--- config.mk ---
export PLATFORM = sky130hd
export DESIGN_NAME = updown_dir_ctrl
export DESIGN_NICKNAME = d
export VERILOG_FILES = /design/src/rtl/updown_dir_ctrl.sv
export SDC_FILE = /design/constraint.sdc
export NUM_CORES = 1
export LEC_CHECK = 0
export CORE_AREA = 5 5 42 44
export DETAILED_ROUTE_END_ITERATION = 10
export DIE_AREA = 0 0 47 49
export MAX_ROUTING_LAYER = met4
export PLACE_DENSITY_LB_ADDON = 0.25
export SLEW_MARGIN = 30
export SYNTH_ARGS = -nofsm -noshare
export SYNTH_HDL_FRONTEND = slang
export SYNTH_SLANG_ARGS = --single-unit
--- constraint.sdc ---
create_clock -name clk -period 2.89 [get_ports clk]
set_input_delay 0.578 -clock clk [delete_from_list [all_inputs] [get_ports clk]]
set_output_delay 0.578 -clock clk [all_outputs]
set_load 0.005 [all_outputs]
--- src/rtl/updown_dir_ctrl.sv ---
// updown_dir_ctrl: direction controller for a CNT_W-bit up/down saturating counter.
// It debounces a push-button into a one-cycle toggle pulse. In auto mode it reverses
// direction when the fed-back count reaches either limit.
// Optional feature: define DIR_CTRL_SYNC_EN to put a 2-flop synchronizer on btn_raw.
module updown_dir_ctrl #(
  parameter int unsigned DEBOUNCE_CYCLES = 4,
  parameter int unsigned CNT_W           = 4
) (
  input  logic             clk,
  input  logic             rst,
  input  logic             btn_raw,
  input  logic             mode,
  input  logic [CNT_W-1:0] count,
  output logic             sel,
  output logic             toggle_pulse,
  output logic             at_limit
);

  localparam int unsigned    DW       = $clog2(DEBOUNCE_CYCLES) + 1;
  localparam logic [DW-1:0]  DcntLast = DW'(DEBOUNCE_CYCLES - 1);
  localparam logic [CNT_W-1:0] CntMax = {CNT_W{1'b1}};

  localparam logic StUp   = 1'b0;
  localparam logic StDown = 1'b1;

  logic          btn_s;
  logic          stable_q, stable_d;
  logic [DW-1:0] dcnt_q, dcnt_d;
  logic          toggle_q, toggle_d;
  logic          state_q, state_d;
  logic          at_limit_q, at_limit_d;
  logic          up_lim, dn_lim;

`ifdef DIR_CTRL_SYNC_EN
  logic sync1_q, sync2_q;

  // Two-flop synchronizer for an asynchronous button input.
  always_ff @(posedge clk or posedge rst) begin
    if (rst) begin
      sync1_q <= 1'b0;
      sync2_q <= 1'b0;
    end else begin
      sync1_q <= btn_raw;
      sync2_q <= sync1_q;
    end
  end

  assign btn_s = sync2_q;
`else
  assign btn_s = btn_raw;
`endif

  // Debouncer: the level must differ for DEBOUNCE_CYCLES consecutive samples.
  always_comb begin
    stable_d = stable_q;
    dcnt_d   = '0;
    if (btn_s != stable_q) begin
      if (dcnt_q == DcntLast) begin
        stable_d = btn_s;
      end else begin
        dcnt_d = dcnt_q + 1'b1;
      end
    end
    // Pulse only on the debounced press; a release makes no pulse.
    toggle_d = stable_d & ~stable_q;
  end

  // Direction next state; in auto mode a limit reversal overrides a toggle.
  always_comb begin
    up_lim     = (state_q == StUp) && (count == CntMax);
    dn_lim     = (state_q == StDown) && (count == '0);
    at_limit_d = up_lim | dn_lim;
    state_d    = state_q;
    if (mode && up_lim) begin
      state_d = StDown;
    end else if (mode && dn_lim) begin
      state_d = StUp;
    end else if (toggle_q) begin
      state_d = ~state_q;
    end
  end

  // State registers with asynchronous reset.
  always_ff @(posedge clk or posedge rst) begin
    if (rst) begin
      stable_q   <= 1'b0;
      dcnt_q     <= '0;
      toggle_q   <= 1'b0;
      state_q    <= StUp;
      at_limit_q <= 1'b0;
    end else begin
      stable_q   <= stable_d;
      dcnt_q     <= dcnt_d;
      toggle_q   <= toggle_d;
      state_q    <= state_d;
      at_limit_q <= at_limit_d;
    end
  end

  assign sel          = (state_q == StDown);
  assign toggle_pulse = toggle_q;
  assign at_limit     = at_limit_q;

endmodule

==> summary.txt <==
Min path
  • Worst Hold Class: reg -> reg

Pwr
  • Power spent charging and discharging nets: a little under 0.00009 W
  • Overall power after layout: around 0.00032 W
  • Flop pwr share: between 40 and 50%
  • Internal power contribution: about 0.00023 W
  • Fraction of power spent switching nets: between 20% and 30%
  • Portion of total power attributed to the clock network: between 20% and 30%
  • Highest ir drop seen on vdd: 0.302 mV
  • Pleak: 0.203 nW
  • Power density over the cells: ~720 nW/um^2
  • Proportion of power drawn by combinational gates: approximately 28%

Job
  • Number of violations of the max-capacitance limit: 0

Floorplanning
  • Die area: 2300 um^2
  • Overall die width: ~47 um
  • Die Ht: 49 um
  • Io pins: 11
  • Initial Utilization: 21.4%
  • Core area: around 1400 um^2
  • Number of rows created at floorplan: 14

Clocking
  • Clock-pin transition on the worst setup and hold timing paths: roughly 0.050 ns
  • Sink Count: 7
  • Clock root cell: sky130_fd_sc_hd__clkbuf_4
  • Number of gates given a new drive strength after cts: 0
  • Quantity of hold-fixing buffers added after cts: 0
  • Number of buffers created by CTS: 3
  • Maximum clock insertion buffer count: 2
  • CTS tree: built
  • Clock latency reported for the late side of the worst-skew pair: approximately 0.25 ns
  • Number of post-CTS setup repair buffers: 0
  • Number of levels in the clock H-tree: 1

GRT
  • Wire length of the first global-routing pass: between 1000 and 1500 um
  • Global routing usage summed across all routing layers: ~6.6%
  • Vias in the first global route: 268
  • Overflow left after global routing: 0
  • Number of antenna violations at the first check in global routing: 0
  • Largest net degree at the start of global routing: 8

Routing
  • Remaining antenna violation count after routing: 0
  • Via count of the routed design: around 240
  • Count of unresolved DRC violations after routing: 0
  • Number of violations reported at the end of detailed-routing iteration 0: 2
  • Drt total wl: 611 um
  • Mean routed wirelength per cell: 11.5 um
  • Number of iterations in the first detailed-routing pass: 4
  • Per-cell via count in the routed design: roughly 4.6

Synthesis
  • Largest cells by area after synthesis: sky130_fd_sc_hd__dfrtp_1 58%, sky130_fd_sc_hd__nor3b_1 7.5%, sky130_fd_sc_hd__ha_1 4.2%, sky130_fd_sc_hd__mux2_2 3.8%, sky130_fd_sc_hd__and4_2 3.3%
  • Summed instance area of the synthesized netlist: ~300 um^2
  • Sequential element share of the synthesized area: around 58%
  • Number of storage elements in the synthesis netlist: 7
  • Post-synthesis area per instance: between 10 and 15 um^2
  • Netlist cell types: 14
  • Post-Syn Nets: 32
  • Proportion of netlist area held by the largest area contributor: just under 60%
  • Synth area leader: sky130_fd_sc_hd__dfrtp_1
  • Warnings from Yosys: 0
  • Cells after synthesis: 23

Worst setup path
  • WS Path Type: reg -> out
  • Cells traversed along the worst timing path: clkdlybuf4s50_1
  • Critical path peak fanout: 4
  • Type of element launching the critical path: flip-flop
  • Standard cell with the maximum stage delay on the critical path: sky130_fd_sc_hd__clkdlybuf4s50_1
  • Required arrival time at the worst endpoint: 2.31 ns
  • Setup crit end kind: primary output
  • Critical Path AT: ~1.1 ns
  • Sum of buffers and inverters on the critical path: 1
  • Delay-heaviest family, CP: buffers and inverters
  • Slowest stage delay, CP: 0.52 ns

Cells and area
  • Total non-filler cell area in the finished layout: ~450 um^2
  • Relative area change from synthesis to final layout: 48.7%
  • FILL cells: roughly 150
  • Ratio of cells with drive above 1 in the final layout: 16.2%
  • Count of inserted antenna diode cells: 0
  • # nets final: 47
  • Share of the core filled with cells in the final layout: a little under a third
  • Sequential standard cell area: about 180 um^2
  • Area occupied by multi-input gates: around 120 um^2

Timing
  • Number of max-slew violations in the final report: 0
  • Worst clock skew: a little over 0.006 ns
  • RSZ-0062 raised after global routing: false
  • Final min period: 1.72 ns
  • Max Clk Rate: about 580 MHz
  • Hold Fails Final Rpt: 0
  • Headroom to the max-slew limit: ~82%
  • Number of setup violations in the final report: 0
  • Measured slew at the worst slew-check pin: approximately 0.27 ns
  • Part of the cycle the worst path needs: about three fifths
  • Worst-case setup margin in the final layout: around 1.2 ns
  • Final-layout setup total negative slack: 0 ns

Place
  • Placement-stage cell area: between 400 and 500 um^2
  • Routability congestion estimate from global placement: just over 0.7
  • Port Buffer Count: 10
  • Setup Slack @ Placement: between 1 and 1.5 ns

Outcome
  • Status: finished clean
==> flip-flops by register name, summed over array words and instances (netlist names) <==
| signal | flops |
|---|---|
| at_limit | 1 |
| dcnt_q | 3 |
| sel | 1 |
| stable_q | 1 |
| toggle_pulse | 1 |
==> cells by family after synthesis <==
group,Yosys count,synth area share (%)
AO/OA/AOI/OAI,3,7.92
XOR/XNOR,1,2.92
adder cells (fa/ha/maj),1,4.17
buffers and inverters,2,2.50
flip-flops,7,58.3
multiplexers,1,3.75
AND/OR/NAND/NOR,8,20.4
==> area by class of cell <==
class,instances,share of cell area [%]
sequential,7,39.2
multi-input combinational,14,26.3
timing repair buffer,10,22.4
clock buffer,4,5.88
tap,16,4.48
inverter,2,1.68
==> metrics by stage <==
stage               std cells  hold WS (ns)
floorplan                  23         0.381
global placement           49         0.426
detailed placement         49         0.443
CTS                        53         0.449
global route               53         0.454
finish                     53         0.446
==> cells in the mapped netlist (all sizes together) <==
cell type / n
nand2b: 1
xnor2: 1
nor2: 1
nor3b: 3
a21o: 1
inv: 2
and3b: 1
ha: 1
dfrtp: 7
or4: 1
mux2: 1
a221oi: 1
a211oi: 1
and4: 1
==> power groups by stage <==
stage	logic, W	registers [W]	clock network [W]
global route	0.000105	0.000150	0.0000940
detailed placement	0.0000912	0.000147	0
global placement	0.0000879	0.000145	0
finish	0.0000905	0.000145	0.0000852
floorplan	0.0000528	0.000144	0
CTS	0.0000921	0.000146	0.0000896
==> metal layers <==
layer,GRT usage [%],part of all wire (%),vias up
met1,7.45,41,113
met5,-,0,-
met3,4.80,16,0
li1,-,-,116
met4,4.15,0,0
met2,8.14,43,13
==> placed cells by master, fill, tap and decap left out <==
master,synthesis,routed
sky130_fd_sc_hd__a211oi_1,1,1
sky130_fd_sc_hd__a21o_1,1,1
sky130_fd_sc_hd__a221oi_1,1,1
sky130_fd_sc_hd__and3b_1,1,1
sky130_fd_sc_hd__and4_2,1,1
sky130_fd_sc_hd__clkbuf_1,0,1
sky130_fd_sc_hd__clkbuf_4,0,3
sky130_fd_sc_hd__clkdlybuf4s50_1,0,10
sky130_fd_sc_hd__dfrtp_1,7,7
sky130_fd_sc_hd__ha_1,1,1
sky130_fd_sc_hd__inv_1,2,2
sky130_fd_sc_hd__mux2_2,1,1
sky130_fd_sc_hd__nand2b_1,1,1
sky130_fd_sc_hd__nor2_2,1,1
sky130_fd_sc_hd__nor3b_1,3,3
sky130_fd_sc_hd__or4_1,1,1
sky130_fd_sc_hd__xnor2_1,1,1
==> path summary, 6_finish.rpt <==
check,startpoint,endpoint,slack (ns),depth (start not counted)
setup / recovery,sel,sel,1.17,1
hold / removal,dcnt_q[0],dcnt_q[0],0.45,1
setup reg to reg,dcnt_q[0],stable_q,1.71,3
hold reg to reg,dcnt_q[0],dcnt_q[0],0.45,1
max in group asynchronous,rst,dcnt_q[1],2.11,2
min in group asynchronous,rst,toggle_pulse,0.57,2
(Power assumes the default switching activity.)
